--- src/rtl/fft_frame_ctrl.sv ---
// fft_frame_ctrl: frame sequencer for the FFT magnitude path.
// Gates ADC samples into the FFT core in FFT_LEN frames, writes the returned
// magnitude stream into a ping-pong spectrum RAM, tracks the peak bin over the
// positive-frequency half (DC excluded), and publishes completed banks to a
// consumer over a ready/ack handshake.
module fft_frame_ctrl #(
    parameter int FFT_LEN = 1024,
    parameter int ADDR_W  = 10,
    parameter int SMP_W   = 16,
    parameter int MAG_W   = 32,
    parameter int TIMEOUT = 4096
) (
    input  logic              clk,
    input  logic              rst_n,
    input  logic              start,
    input  logic              stop,
    input  logic [SMP_W-1:0]  smp_data,
    input  logic              smp_valid,
    output logic [SMP_W-1:0]  fft_s_data,
    output logic              fft_s_valid,
    output logic              fft_s_last,
    input  logic [MAG_W-1:0]  mag_data,
    input  logic              mag_valid,
    input  logic              mag_eop,
    output logic              buf_we,
    output logic [ADDR_W:0]   buf_addr,
    output logic [MAG_W-1:0]  buf_wdata,
    output logic              frame_ready,
    output logic              frame_bank,
    output logic [ADDR_W-1:0] peak_bin,
    output logic [MAG_W-1:0]  peak_mag,
    input  logic              frame_ack,
    output logic              busy,
    output logic [15:0]       drop_cnt,
    output logic              err
);

    localparam int                TMO_W    = $clog2(TIMEOUT + 1);
    localparam logic [ADDR_W-1:0] LAST_BIN = ADDR_W'(FFT_LEN - 1);
    localparam logic [ADDR_W-1:0] HALF_BIN = ADDR_W'(FFT_LEN / 2);

    typedef enum logic [2:0] {
        S_IDLE,
        S_FILL,
        S_WAIT_MAG,
        S_COLLECT,
        S_PUBLISH
    } state_t;

    state_t            state_q, state_d;
    logic [ADDR_W-1:0] smp_cnt_q, smp_cnt_d;
    logic [ADDR_W-1:0] bin_q, bin_d;
    logic [TMO_W-1:0]  tmo_q, tmo_d;
    logic              wb_q, wb_d;
    logic              stop_pend_q, stop_pend_d;
    logic [ADDR_W-1:0] pk_bin_q, pk_bin_d;
    logic [MAG_W-1:0]  pk_mag_q, pk_mag_d;
    logic [SMP_W-1:0]  fft_s_data_q, fft_s_data_d;
    logic              fft_s_valid_q, fft_s_valid_d;
    logic              fft_s_last_q, fft_s_last_d;
    logic              buf_we_q, buf_we_d;
    logic [ADDR_W:0]   buf_addr_q, buf_addr_d;
    logic [MAG_W-1:0]  buf_wdata_q, buf_wdata_d;
    logic              frame_ready_q, frame_ready_d;
    logic              frame_bank_q, frame_bank_d;
    logic [ADDR_W-1:0] peak_bin_q, peak_bin_d;
    logic [MAG_W-1:0]  peak_mag_q, peak_mag_d;
    logic [15:0]       drop_cnt_q, drop_cnt_d;
    logic              err_q, err_d;
    logic              mag_wr;
    logic              drop;

    // Next-state, datapath strobes and bookkeeping for the frame sequencer
    always_comb begin
        state_d       = state_q;
        smp_cnt_d     = smp_cnt_q;
        bin_d         = bin_q;
        tmo_d         = tmo_q;
        wb_d          = wb_q;
        stop_pend_d   = stop_pend_q | stop;
        pk_bin_d      = pk_bin_q;
        pk_mag_d      = pk_mag_q;
        fft_s_data_d  = fft_s_data_q;
        fft_s_valid_d = 1'b0;
        fft_s_last_d  = 1'b0;
        buf_we_d      = 1'b0;
        buf_addr_d    = buf_addr_q;
        buf_wdata_d   = buf_wdata_q;
        frame_ready_d = frame_ready_q & ~frame_ack;
        frame_bank_d  = frame_bank_q;
        peak_bin_d    = peak_bin_q;
        peak_mag_d    = peak_mag_q;
        drop_cnt_d    = drop_cnt_q;
        err_d         = err_q;
        mag_wr        = 1'b0;
        drop          = 1'b0;

        case (state_q)
            S_IDLE: begin
                if (start) begin
                    state_d     = S_FILL;
                    stop_pend_d = 1'b0;
                end
            end
            S_FILL: begin
                // smp_cnt wraps back to 0 on the last sample, so every FILL starts at 0
                if (smp_valid) begin
                    fft_s_data_d  = smp_data;
                    fft_s_valid_d = 1'b1;
                    fft_s_last_d  = (smp_cnt_q == LAST_BIN);
                    smp_cnt_d     = smp_cnt_q + ADDR_W'(1);
                    if (smp_cnt_q == LAST_BIN) begin
                        state_d  = S_WAIT_MAG;
                        tmo_d    = '0;
                        bin_d    = '0;
                        pk_bin_d = ADDR_W'(1);
                        pk_mag_d = '0;
                    end
                end
            end
            S_WAIT_MAG: begin
                if (mag_valid) begin
                    mag_wr = 1'b1;
                end else if (tmo_q == TMO_W'(TIMEOUT - 1)) begin
                    err_d   = 1'b1;
                    drop    = 1'b1;
                    state_d = S_FILL;
                end else begin
                    tmo_d = tmo_q + TMO_W'(1);
                end
            end
            S_COLLECT: begin
                if (mag_valid) begin
                    mag_wr = 1'b1;
                end
            end
            S_PUBLISH: begin
                // An ack in this cycle frees the other bank, so the new frame can take it
                if (!frame_ready_q || frame_ack) begin
                    frame_ready_d = 1'b1;
                    frame_bank_d  = wb_q;
                    peak_bin_d    = pk_bin_q;
                    peak_mag_d    = pk_mag_q;
                    wb_d          = ~wb_q;
                end else begin
                    drop = 1'b1;
                end
                if (stop_pend_q || stop) begin
                    state_d     = S_IDLE;
                    stop_pend_d = 1'b0;
                end else begin
                    state_d = S_FILL;
                end
            end
            default: state_d = S_IDLE;
        endcase

        // Magnitude write path shared by WAIT_MAG (bin 0) and COLLECT
        if (mag_wr) begin
            buf_we_d    = 1'b1;
            buf_addr_d  = {wb_q, bin_q};
            buf_wdata_d = mag_data;
            bin_d       = bin_q + ADDR_W'(1);
            if (bin_q != '0 && bin_q < HALF_BIN && mag_data > pk_mag_q) begin
                pk_bin_d = bin_q;
                pk_mag_d = mag_data;
            end
            if (bin_q == LAST_BIN) begin
                state_d = S_PUBLISH;
            end else if (mag_eop) begin
                err_d   = 1'b1;
                drop    = 1'b1;
                state_d = S_FILL;
            end else begin
                state_d = S_COLLECT;
            end
        end

        if (drop && drop_cnt_q != 16'hFFFF) begin
            drop_cnt_d = drop_cnt_q + 16'd1;
        end
    end

    // State and output registers; reset abandons any frame in flight
    always_ff @(posedge clk) begin
        if (!rst_n) begin
            state_q       <= S_IDLE;
            smp_cnt_q     <= '0;
            bin_q         <= '0;
            tmo_q         <= '0;
            wb_q          <= 1'b0;
            stop_pend_q   <= 1'b0;
            pk_bin_q      <= '0;
            pk_mag_q      <= '0;
            fft_s_data_q  <= '0;
            fft_s_valid_q <= 1'b0;
            fft_s_last_q  <= 1'b0;
            buf_we_q      <= 1'b0;
            buf_addr_q    <= '0;
            buf_wdata_q   <= '0;
            frame_ready_q <= 1'b0;
            frame_bank_q  <= 1'b0;
            peak_bin_q    <= '0;
            peak_mag_q    <= '0;
            drop_cnt_q    <= '0;
            err_q         <= 1'b0;
        end else begin
            state_q       <= state_d;
            smp_cnt_q     <= smp_cnt_d;
            bin_q         <= bin_d;
            tmo_q         <= tmo_d;
            wb_q          <= wb_d;
            stop_pend_q   <= stop_pend_d;
            pk_bin_q      <= pk_bin_d;
            pk_mag_q      <= pk_mag_d;
            fft_s_data_q  <= fft_s_data_d;
            fft_s_valid_q <= fft_s_valid_d;
            fft_s_last_q  <= fft_s_last_d;
            buf_we_q      <= buf_we_d;
            buf_addr_q    <= buf_addr_d;
            buf_wdata_q   <= buf_wdata_d;
            frame_ready_q <= frame_ready_d;
            frame_bank_q  <= frame_bank_d;
            peak_bin_q    <= peak_bin_d;
            peak_mag_q    <= peak_mag_d;
            drop_cnt_q    <= drop_cnt_d;
            err_q         <= err_d;
        end
    end

    assign fft_s_data  = fft_s_data_q;
    assign fft_s_valid = fft_s_valid_q;
    assign fft_s_last  = fft_s_last_q;
    assign buf_we      = buf_we_q;
    assign buf_addr    = buf_addr_q;
    assign buf_wdata   = buf_wdata_q;
    assign frame_ready = frame_ready_q;
    assign frame_bank  = frame_bank_q;
    assign peak_bin    = peak_bin_q;
    assign peak_mag    = peak_mag_q;
    assign busy        = (state_q != S_IDLE);
    assign drop_cnt    = drop_cnt_q;
    assign err         = err_q;

endmodule

--- config.mk ---
export PLATFORM = sky130hd
export DESIGN_NAME = fft_frame_ctrl
export DESIGN_NICKNAME = d
export VERILOG_FILES = /design/src/rtl/fft_frame_ctrl.sv
export SDC_FILE = /design/constraint.sdc
export NUM_CORES = 1
export LEC_CHECK = 0
export BUFFER_PORTS_ARGS = -buffer_cell sky130_fd_sc_hd__buf_2
export CELL_PAD_IN_SITES_DETAIL_PLACEMENT = 0
export CELL_PAD_IN_SITES_GLOBAL_PLACEMENT = 1
export CORE_MARGIN = 1.5
export CORE_UTILIZATION = 40
export CTS_CLUSTER_SIZE = 16
export DETAILED_ROUTE_END_ITERATION = 16
export PLACE_DENSITY_LB_ADDON = 0.1
export SLEW_MARGIN = 0
export SYNTH_ARGS = -nofsm -noshare
export SYNTH_HDL_FRONTEND = slang
export SYNTH_SLANG_ARGS = --single-unit
--- constraint.sdc ---
create_clock -name clk -period 2.8 [get_ports clk]
set_input_delay 0 -clock clk [delete_from_list [all_inputs] [get_ports clk]]
set_output_delay 0 -clock clk [all_outputs]
set_load 0.02 [all_outputs]
## Word level (Yosys, flattened, before mapping)

Cells that the tools add are included.

| word-level totals | value |
|---|---|
| logic and storage cells | 120 |
| flip-flop bits (word level) | 203 |
| input port bits | 56 |

| cells by class | value |
|---|---|
| reduce and logical (&&, ||, !) cells | 21 |
| muxes and demuxes | 51 |
| $lt $le $gt $ge | 2 |
| bitwise gates (word level) | 4 |
| equality and inequality tests | 18 |
| add/subtract/negate cells | 4 |

Operator list:

| operator | number |
|---|---|
| $mux W32 | 5 |
| $mux W10 | 9 |
| $mux W13 | 4 |
| $gt A32 B32 Y1 | 1 |
| $pmux W13 S2 | 1 |
| $mux W1 | 21 |
| $mux W3 | 7 |
| $add A10 B1 Y10 const B | 2 |
| $eq A10 B10 Y1 const B | 2 |
| $add A16 B1 Y16 const B | 1 |
| $ne A16 B16 Y1 const B | 1 |
| $ne A3 B3 Y1 const B | 5 |
| $pmux W3 S5 | 1 |
| $add A13 B1 Y13 const B | 1 |
| $eq A13 B12 Y1 const B | 1 |
| $lt A10 B10 Y1 const B | 1 |
| $ne A2 B2 Y1 const B | 5 |
| $reduce_bool A10 Y1 | 1 |
| $reduce_bool A2 Y1 | 4 |
| $eq A3 B2 Y1 const B | 2 |
| $reduce_and A2 Y1 | 3 |
| $reduce_and A3 Y1 | 2 |
| $reduce_and A6 Y1 | 1 |
| $reduce_and A5 Y1 | 1 |
| other kinds (13) | 18 |

## Logic depth before layout (Yosys ltp)

Gate-level depths: netlist of run 1.

| depth | value |
|---|---|
| depth after elaboration | 8 |
| gate-level depth with buffers | 9 |

## Least setup slack after synthesis of run 1

OpenSTA, ideal clock, no wires.

| path | value |
|---|---|
| path kind | register -> register |
| from | register pk_mag_q[9] |
| to | register pk_bin_q[0] |
| cell stages (with the launch flop) | 10 |
| required time | 2.728 ns |
| data arrival time | 2.265 ns |
| period minus slack after synthesis | 2.337 ns |
| slack | 0.463 ns |
| path through | dfxtp_1 inv_1 ha_1 a21o_1 nand3_1 a21oi_1 or4_1 a31oi_1 buf_2 mux2i_1 |

| on the way | value |
|---|---|
| cells in the longest elaborated chain, start to end | 4 |

Ends and longest elaborated chain:

| what | line | RTL |
|---|---|---|
| from (decl) | 57 | `logic [MAG_W-1:0] pk_mag_q, pk_mag_d;` |
| from (signal assigned) | 215 | `pk_mag_q <= pk_mag_d;` |
| $gt A32 B32 Y1 | 164 | `if (bin_q != '0 && bin_q < HALF_BIN && mag_data > pk_mag_q) begin` |
| $logic_and A1 B1 Y1 | 164 |  |
| $mux W10 | 164 |  |
| $mux W10 | 159 | `if (mag_wr) begin` |
| to (signal assigned) | 214 | `pk_bin_q <= pk_bin_d;` |
| to (decl) | 56 | `logic [ADDR_W-1:0] pk_bin_q, pk_bin_d;` |

No other way between the ends.
A chain may end at the register's enable or synchronous reset.

## Worst setup path after layout of run 1

| path | value |
|---|---|
| from | register state_q[2] |
| to | register drop_cnt_q[4] (netlist: drop_cnt[4]) |

| on the way | value |
|---|---|
| cells in the longest elaborated chain, start to end | 6 |
| elaborated cells on any way between the ends | 10 |
| classes of those cells | eq/ne (3); mux (5); reduce/logical (2) |

Ends and longest elaborated chain:

| what | line | RTL |
|---|---|---|
| from (decl) | 50 | `state_t state_q, state_d;` |
| from (signal assigned) | 208 | `state_q <= state_d;` |
| $eq A3 B3 Y1 / $eq A3 B2 Y1 (equally long branches) | 98 | `case (state_q)` |
| $pmux W1 S2 | 98 |  |
| $mux W1 | 170 | `end else if (mag_eop) begin` |
| $mux W1 | 168 | `if (bin_q == LAST_BIN) begin` |
| $mux W1 (*) | 159 |  |
| $logic_and A1 B1 Y1 (*) | 179 | `if (drop && drop_cnt_q != 16'hFFFF) begin` |
| to (signal assigned) | 226 | `drop_cnt_q <= drop_cnt_d;` |
| to (decl) | 68 | `logic [15:0] drop_cnt_q, drop_cnt_d;` |

Mark *: on every way between the ends. The rest lies on a longest branch, timed or not.

==> results.yml, run 1 <==
run_status:
  status: "complete, no violations"
finish:
  syn_to_final_growth_pct: 28.97
  final_nets: 1389
  utilization_pct: 53.13
  layout_common_cells: "nand2_1 (315), dfxtp_1 (203), buf_2 (179)"
  n_antenna_cell: 0
  layout_commonest_cell: "nand2_1"
  layout.cells.non_filler: 1584
  drive_gt1_share_pct: 19.10
  nFillCells: 2132
logic_synthesis:
  ys.warnings.count: 0
  synthAdderAreaFrac_pct: 5.296
  synth.largest_area_cell: "dfxtp_1"
  synth_cells: 1074
  synth-seq-cells: 203
  syn_area_um2: 8741
  synth_edf_count: 0
  ys.flop_type: "dfxtp_1"
  ys_seq_area_share_pct: 46.49
  syn_nets: 1167
  synthXorXnorAreaFrac_pct: 3.507
  synthMuxAreaShare_pct: 5.067
  synth_cell_type_count: 50
  syn_avg_cell_area_um2: 8.139
  ys_top_cells_by_area: "dfxtp_1 (46%), nand2_1 (14%), a21oi_1 (7.3%)"
  synth_top_family_by_area: "simple AND/OR/NAND/NOR gates"
  synth-compound-area-share_pct: 10.79
  synth_simple_gate_area_share_pct: 24.16
  yosysTopAreaCellShare_pct: 46.49
  async_reset_ff_share_pct: 0
die:
  initial_core_util_pct: 41.19
  die_y_um: 150.8
  num_io_pins: 180
  fp.dieW_um: 150.8
  std_cell_rows: 53
  core_area_um2: 21220
  die-area_um2: 22750
place:
  dp_hpwl_mm: 15.23
  place_congestion: 0.8057
  io_buffers: 179
  place_inst: 1492
run:
  drv_cap: 0
power_and_ir_drop:
  pwr-share-clk_pct: 40.4
  internal_power_mw: 5.148
  power_frac_comb_pct: 16.2
  cellPowerDensity_nw_per_um2: 631.8
  power.switching_mw: 1.975
  peakVddDrop_mv: 0.4883
  seqPwrFrac_pct: 43.4
  power_leakage_nw: 4.749
  p_sw_share_pct: 27.72
sta:
  period_share_pct: 88.46
  timing.setup.tns_ps: 0
  final_max_slew_viol_count: 0
  rsz0062_at_grt: "no"
  hold_viol_final: 0
  min_period_ps: 2477
  relSlewSlack_pct: 32.57
  worst_pin_slew_ps: 1007
  fmax_mhz: 403.7
  fin_skew_ps: 10.52
  setup_viol: 0
route:
  drc: 0
  wire_per_inst_um: 14.63
  avgViaCountPerCell: 4.962
  vias: 7860
  drt_iter0_drc: 287
  drt_first_pass_iters: 4
  drt-total-wl_mm: 23.18
  ant_nets: 0
worst_setup_path:
  path_delay_family: "simple AND/OR/NAND/NOR gates"
  rr_startpoint: "state_q[2]$_SDFFE_PN0P_"
  crit_end: "drop_cnt[4]$_SDFFE_PN0P_"
  critical_path.max_stage_delay_ps: 550
  cp_num_buf_inv: 0
  crit_arrival_ps: 2890
  path_cells: "or3b_1 -> or3_1 -> o211a_1 -> or4_1 -> a21oi_1"
  path_depth: 5
  crit_required_ps: 3220
  crit_type: "reg2reg"
  cpMaxStageDelayCell: "or4_1"
  path_max_fanout: 12
  crit_start: "state_q[2]$_SDFFE_PN0P_"
  critPathLaunchType: "flop"
  r2r_cells: 5
  crit_path_end_kind: "flop"
  reg2reg_to: "drop_cnt[4]$_SDFFE_PN0P_"
  worst-r2r-setup-slack_ps: 320
min_path:
  hold_path.class: "in2reg"
cts:
  cts_tree: "built"
  cts_sinks: 203
  cts_root_buf: "clkbuf_16"
  h-tree-depth: 1
  cts-buffers-inserted: 23
  cts.path.max_buffers: 3
  path_clk_slew_ps: 60
  insertion_delay_ps: 500
grt:
  grt_max_degree: 86
  first_global_vias: 7515
  antenna_found_initial: 0
  grt_use_total_pct: 20.38
  grt_overflow: 0
  grt_pass1_wl_mm: 37.63
## kinds of logic (layout without fill, tap and decap cells)
kind of cell | count (synthesis) | count (layout)
compound gates | 171 | 171
xor+xnor | 35 | 35
fa+ha+maj | 37 | 37
buf+inv | 105 | 340
flops | 203 | 203
mux | 44 | 44
simple gates | 479 | 479
## power by group through the flow
stage | registers [mW] | logic (mW) | clock network (mW)
after CTS | 3.09 | 1.16 | 2.98
final | 3.09 | 1.16 | 2.88
after global routing | 3.10 | 1.29 | 3.10
after global placement | 3.15 | 1.10 | 0
after detailed placement | 3.15 | 1.10 | 0
after floorplan | 3.27 | 0.595 | 0
## worst min-delay path by stage
stage,start,to,slack (ps),depth (start not counted)
detailed placement,smp_data[0],fft_s_data[0]$_SDFFE_PN0P_,250,3
CTS,rst_n,drop_cnt[3]$_SDFFE_PN0P_,70,3
global placement,smp_data[0],fft_s_data[0]$_SDFFE_PN0P_,240,3
floorplan,mag_data[0],buf_wdata[0]$_SDFFE_PN0P_,140,2
finish,rst_n,smp_cnt_q[0]$_SDFFE_PN0P_,60,3
global route,rst_n,drop_cnt[10]$_SDFFE_PN0P_,100,3
## per-stage QoR
step	power, mW	area, um2	setup slack, ps	hold slack (ps)
3_5_place_dp	4.250	10020	318.4	247.7
2_1_floorplan	3.862	8741	463.2	136.0
3_3_place_gp	4.248	10020	364.7	240.7
5_1_grt	7.493	11270	212.4	99.41
4_1_cts	7.228	11270	322.7	69.73
6_report	7.123	11270	323.0	64.32
## flip-flops by register name, indices dropped and copies added, names as in the netlist, 3 cells and up
signal / count
drop_cnt: 16
pk_mag_q: 32
peak_bin: 10
state_q: 3
fft_s_data: 16
pk_bin_q: 10
smp_cnt_q: 10
tmo_q: 13
buf_wdata: 32
bin_q: 10
peak_mag: 32
buf_addr: 11
## routing by layer
metal | global-route usage (%) | vias up | part of all wire (%)
met5 | 0 | - | 0
met1 | 27.05 | 3650 | 48
met2 | 34.59 | 153 | 47
li1 | - | 4034 | -
met3 | 3.584 | 23 | 4.4
met4 | 4.369 | 0 | 1.5
## synth_stat cells, types with 6 or more instances
| library cell | n |
|---|---|
| xnor2_1 | 25 |
| xor2_1 | 10 |
| nand4_1 | 16 |
| nand3_1 | 25 |
| clkbuf_1 | 52 |
| a31oi_1 | 6 |
| nor2_1 | 59 |
| and3_1 | 9 |
| ha_1 | 37 |
| o21ai_0 | 16 |
| inv_1 | 42 |
| buf_2 | 6 |
| mux2i_1 | 42 |
| nor4_1 | 11 |
| dfxtp_1 | 203 |
| nand2_1 | 315 |
| a21oi_1 | 127 |
## cell type report
type | count | area (um2) | share of cell area (%)
Clock inverter | 3 | 40.04 | 0.3552
Timing Repair Buffer | 260 | 1689 | 14.98
Tap cell | 275 | 344.1 | 3.052
Clock buffer | 35 | 670.6 | 5.949
Sequential cell | 203 | 4064 | 36.05
Inverter | 42 | 160.2 | 1.421
Multi-Input combinational cell | 766 | 4305 | 38.19
## tightest hold or removal path, delay by kind of cell
family	cells	cell delay, ps
simple gates	1	170
buf+inv	2	350
## what timing repair did
action / 4_1_cts / 5_1_grt
gates resized for setup: 0 / 0
setup endpoints to repair: 0 / 0
hold endpoints to repair: 84 / 0
hold buffers: 54 / 0
buffers inserted: 0 / 0
No activity file was read; power rests on OpenSTA's default activity.
==> inputs of run 2 (changes only) <==
Settings changed: CORE_UTILIZATION 40 to 43.
Clock period 2.8 ns to 3.1 ns, I/O delays scaled along.
==> run 2 against run 1 <==
Final area increased by 0.11%. Core utilization increased by 4.1 points. Clock skew increased by 8.8 ps. Die area decreased by 6.8%. Via count decreased by 1.5%. First-iteration DRC count increased by 6.6%. Clock-buffer cell count increased by 1. Final cell count decreased by 0.63%. Largest cell class unchanged. Largest power group unchanged. Highest routed layer unchanged.
==> results.yml, run 2 (synthesis results as in run 1) <==
place:
  place_area_um2: 9917
  io_buffers: 179
  place_inst: 1473
  dp_slack_ps: 570.6
  place_congestion: 0.7893
  dp_hpwl_mm: 14.64
worst_setup_path:
  path_delay_family: "simple AND/OR/NAND/NOR gates"
  crit_type: "reg2reg"
  crit_required_ps: 3490
  crit_arrival_ps: 2950
  reg2reg_to: "tmo_q[9]$_SDFFE_PN0P_"
  critical_path.max_stage_delay_ps: 510
  crit_path_end_kind: "flop"
  r2r_cells: 7
  path_cells: "ha_1 -> nand2_1 -> nor3_1 -> o211ai_1 -> nor4_1 -> xnor2_1 -> nor2_1"
  path_max_fanout: 14
  cp_num_buf_inv: 0
  cpMaxStageDelayCell: "o211ai_1"
  rr_startpoint: "smp_cnt_q[0]$_SDFFE_PN0P_"
  worst-r2r-setup-slack_ps: 540
  critPathLaunchType: "flop"
sta:
  final_max_slew_viol_count: 0
  fmax_mhz: 390.8
  rsz0062_at_grt: "no"
  timing.hold.ws_ps: 21.27
  worst_pin_slew_ps: 1067
  min_period_ps: 2559
  timing.setup.tns_ps: 0
  hold_viol_final: 0
  relSlewSlack_pct: 28.53
  fin_skew_ps: 19.32
  setup_viol: 0
  finalWorstSetupSlack_ps: 541.1
  period_share_pct: 82.54
route:
  ant_nets: 0
  drt_first_pass_iters: 4
  wire_per_inst_um: 14.29
  drc: 0
  drt-total-wl_mm: 22.50
  drt_iter0_drc: 306
  vias: 7743
  avgViaCountPerCell: 4.919
cts:
  cts_setup_buffers: 0
  h-tree-depth: 1
  insertion_delay_ps: 510
  cts_tree: "built"
  cts_sinks: 203
  cts.path.max_buffers: 3
  cts-buffers-inserted: 23
  path_clk_slew_ps: 60
  cts_root_buf: "clkbuf_16"
power_and_ir_drop:
  p_total_mw: 6.581
  power_leakage_nw: 4.762
  cellPowerDensity_nw_per_um2: 583.1
  peakVddDrop_mv: 0.4173
grt:
  met3_usage_pct: 2.978
  gr-usage-met1_pct: 28.30
  antenna_found_initial: 0
  use_met2_pct: 34.81
  first_global_vias: 7232
  grt_busiest_layer: "met2"
  grt_max_degree: 61
  grt_pass1_wl_mm: 36.63
  grt_use_total_pct: 20.71
  grt_overflow: 0
finish:
  layout_commonest_cell: "nand2_1"
  final_nets: 1385
  fin_area_um2: 11290
  layout.cells.non_filler: 1574
  nFillCells: 1887
  syn_to_final_growth_pct: 29.12
  n_antenna_cell: 0
  layout_common_cells: "nand2_1 (315), dfxtp_1 (203), buf_2 (179)"
  utilization_pct: 57.24
  drive_gt1_share_pct: 18.79
die:
  die-area_um2: 21190
  fp.dieW_um: 145.6
  die_y_um: 145.6
  num_io_pins: 180
  initial_core_util_pct: 44.33
  core_area_um2: 19720
  std_cell_rows: 51
run_status:
  status: "complete, no violations"
run:
  drv_cap: 0
min_path:
  hold_depth: 3
  hold-path-endpoint: "state_q[1]$_SDFFE_PN0P_"
  hold_path.class: "in2reg"
  min-delay-start: "mag_eop"
==> run 2: worst max-delay path by stage <==
| stage | cells after the start | slack (ps) | start | endpoint |
|---|---|---|---|---|
| 3_5_place_dp | 9 | 570 | pk_mag_q[30]$_SDFF_PN0_ | pk_mag_q[23]$_SDFF_PN0_ |
| 5_1_grt | 7 | 300 | bin_q[1]$_SDFFE_PN0P_ | drop_cnt[0]$_SDFFE_PN0P_ |
| 3_3_place_gp | 9 | 650 | pk_mag_q[15]$_SDFF_PN0_ | pk_mag_q[28]$_SDFF_PN0_ |
| 2_1_floorplan | 9 | 760 | pk_mag_q[9]$_SDFF_PN0_ | pk_bin_q[0]$_SDFF_PN0_ |
| 4_1_cts | 7 | 550 | smp_cnt_q[0]$_SDFFE_PN0P_ | tmo_q[8]$_SDFFE_PN0P_ |
| 6_report | 7 | 540 | smp_cnt_q[0]$_SDFFE_PN0P_ | tmo_q[9]$_SDFFE_PN0P_ |
==> run 2: tightest hold or removal path: stages <==
cell and delay (ps):
buf_2 120, o21ai_0 170, o221a_2 190
==> run 2: what timing repair did <==
item,CTS,global route
endpoints found under the hold margin,92,0
resized for setup,0,0
setup endpoints to repair,0,0
hold buffers,59,0
==> run 2: power by group <==
group          internal (mW)  switching, mW
Combinational          0.363          0.656
Sequential              2.73         0.0791
Clock                   1.70           1.05
Total                   4.79           1.79
==> run 2: per-layer routing <==
metal,up-vias,part of all wire [%]
met5,-,0
met4,0,1.5
met3,25,3.7
met2,143,46
met1,3538,49
li1,4037,-
==> run 2: cell type report <==
class | instances | area, um2 | share of cell area [%]
Clock buffer | 36 | 694.4 | 6.153
Timing Repair Buffer | 256 | 1647 | 14.59
Multi-Input combinational cell | 766 | 4305 | 38.15
Inverter | 42 | 160.2 | 1.419
Sequential cell | 203 | 4064 | 36.01
Clock inverter | 6 | 83.83 | 0.7428
Tap cell | 265 | 331.6 | 2.938
==> inputs of run 3 (changes only) <==
Settings changed: CORE_UTILIZATION 43 to 40.
Clock period 3.1 ns to 2.5 ns, I/O delays scaled along.
==> run 3 against run 2 <==
Combinational power is 31% higher. Final cell count up 1.8%. Clock skew is 4.8 ps lower. Sequential share of layout area down 0.81 points. Die area rose by 7.3%. Largest cell class unchanged. Largest power group is now clock. Highest routed layer unchanged.
==> results.yml, run 3 (synthesis results as in run 1) <==
power_and_ir_drop:
  p_total_mw: 8.330
  peakVddDrop_mv: 0.5324
  cellPowerDensity_nw_per_um2: 721.6
  power_leakage_nw: 4.900
min_path:
  hold_path.class: "in2reg"
place:
  place_congestion: 0.7801
  dp_hpwl_mm: 15.22
  place_inst: 1505
  io_buffers: 179
  place_area_um2: 10140
grt:
  grt_use_total_pct: 20.33
  antenna_found_initial: 0
  grt_max_degree: 146
  grt_overflow: 0
  use_met2_pct: 34.84
  met3_usage_pct: 3.012
  first_global_vias: 7602
  grt_busiest_layer: "met2"
  grt_pass1_wl_mm: 37.70
  gr-usage-met1_pct: 26.88
route:
  drt_first_pass_iters: 4
  avgViaCountPerCell: 4.958
  wire_per_inst_um: 14.54
  ant_nets: 0
  vias: 7947
  drc: 0
  drt-total-wl_mm: 23.30
  drt_iter0_drc: 265
sta:
  final_max_slew_viol_count: 0
  relSlewSlack_pct: 54.10
  fmax_mhz: 429.4
  setup_viol: 0
  min_period_ps: 2329
  fin_skew_ps: 14.54
  worst_pin_slew_ps: 688.5
  period_share_pct: 93.16
  hold_viol_final: 0
worst_setup_path:
  cpMaxStageDelayCell: "dfxtp_1"
  crit_arrival_ps: 2760
  crit_path_end_kind: "flop"
  cp_num_buf_inv: 3
  crit_type: "reg2reg"
  critPathLaunchType: "flop"
  path_cells: "inv_1 -> ha_1 -> a21oi_1 -> o21ai_0 -> a221o_1 -> o31a_1 -> a31oi_4 -> buf_4 -> buf_12 -> mux2i_1"
  crit_required_ps: 2930
  path_max_fanout: 13
  path_delay_family: "compound AO/OA/AOI/OAI gates"
  critical_path.max_stage_delay_ps: 360
cts:
  insertion_delay_ps: 510
  cts.path.max_buffers: 3
  h-tree-depth: 1
  cts_tree: "built"
  path_clk_slew_ps: 60
  cts_sinks: 203
  cts_root_buf: "clkbuf_16"
  cts-buffers-inserted: 23
finish:
  nFillCells: 2123
  fin_area_um2: 11540
  layout_commonest_cell: "nand2_1"
  layout_common_cells: "nand2_1 (315), dfxtp_1 (203), buf_2 (179)"
  utilization_pct: 54.40
  drive_gt1_share_pct: 20.63
  n_antenna_cell: 0
  syn_to_final_growth_pct: 32.08
  layout.cells.non_filler: 1603
  final_nets: 1405
run_status:
  status: "complete, no violations"
die:
  std_cell_rows: 53
  die-area_um2: 22750
  die_y_um: 150.8
  core_area_um2: 21220
  num_io_pins: 180
  initial_core_util_pct: 41.19
  fp.dieW_um: 150.8
run:
  drv_cap: 0
## run 3: worst min-delay path, stage by stage
cell and delay, ps:
buf_2 70, nand2b_1 160, buf_4 140, a21oi_1 90
## run 3: timing repair
action	CTS	global route
hold buffers	54	0
gates resized for setup	0	2
buffers inserted	0	2
endpoints found under the hold margin	91	0
endpoints found under the setup margin	0	42
## run 3: power breakdown
group          internal, mW  switching [mW]  total (mW)  leakage, nW
sequential             3.38          0.0734        3.45         1.64
combinational         0.491           0.846        1.34         2.86
clock                  2.21            1.33        3.54        0.399
total                  6.09            2.25        8.33         4.90
## run 3: worst paths after layout
check                          start                endpoint  slack [ps]  cells past startpoint
min reg2reg   tmo_q[12]$_SDFFE_PN0P_  tmo_q[12]$_SDFFE_PN0P_         440                      2
min                        frame_ack  frame_ready$_SDFF_PN0_          30                      4
max reg2reg  pk_mag_q[21]$_SDFF_PN0_  pk_bin_q[0]$_SDFF_PN0_         170                     10
max          pk_mag_q[21]$_SDFF_PN0_  pk_bin_q[0]$_SDFF_PN0_         170                     10
## run 3: per-layer routing
metal,vias to the layer above,wire (um)
li1,4072,-
met1,3677,10910
met2,169,10890
met3,29,1043
met4,0,465
met5,-,0
## run 3: stage by stage
stage | TNS [ps] | hold WS (ps) | worst slack [ps]
5_1_grt | -1.964 | 57.97 | -1.964
3_3_place_gp | 0 | 240.7 | 164.5
3_5_place_dp | 0 | 246.7 | 121.8
6_report | 0 | 33.69 | 171.0
2_1_floorplan | 0 | 136.0 | 163.2
4_1_cts | 0 | 41.34 | 101.6
## run 3: cell type report
cell class	count	area, um2	share of cell area [%]
Clock inverter	3	65.06	0.5636
Sequential cell	203	4064	35.20
Tap cell	275	344.1	2.980
Timing Repair Buffer	276	1852	16.04
Multi-Input combinational cell	766	4318	37.40
Inverter	42	160.2	1.387
Clock buffer	38	742.0	6.427
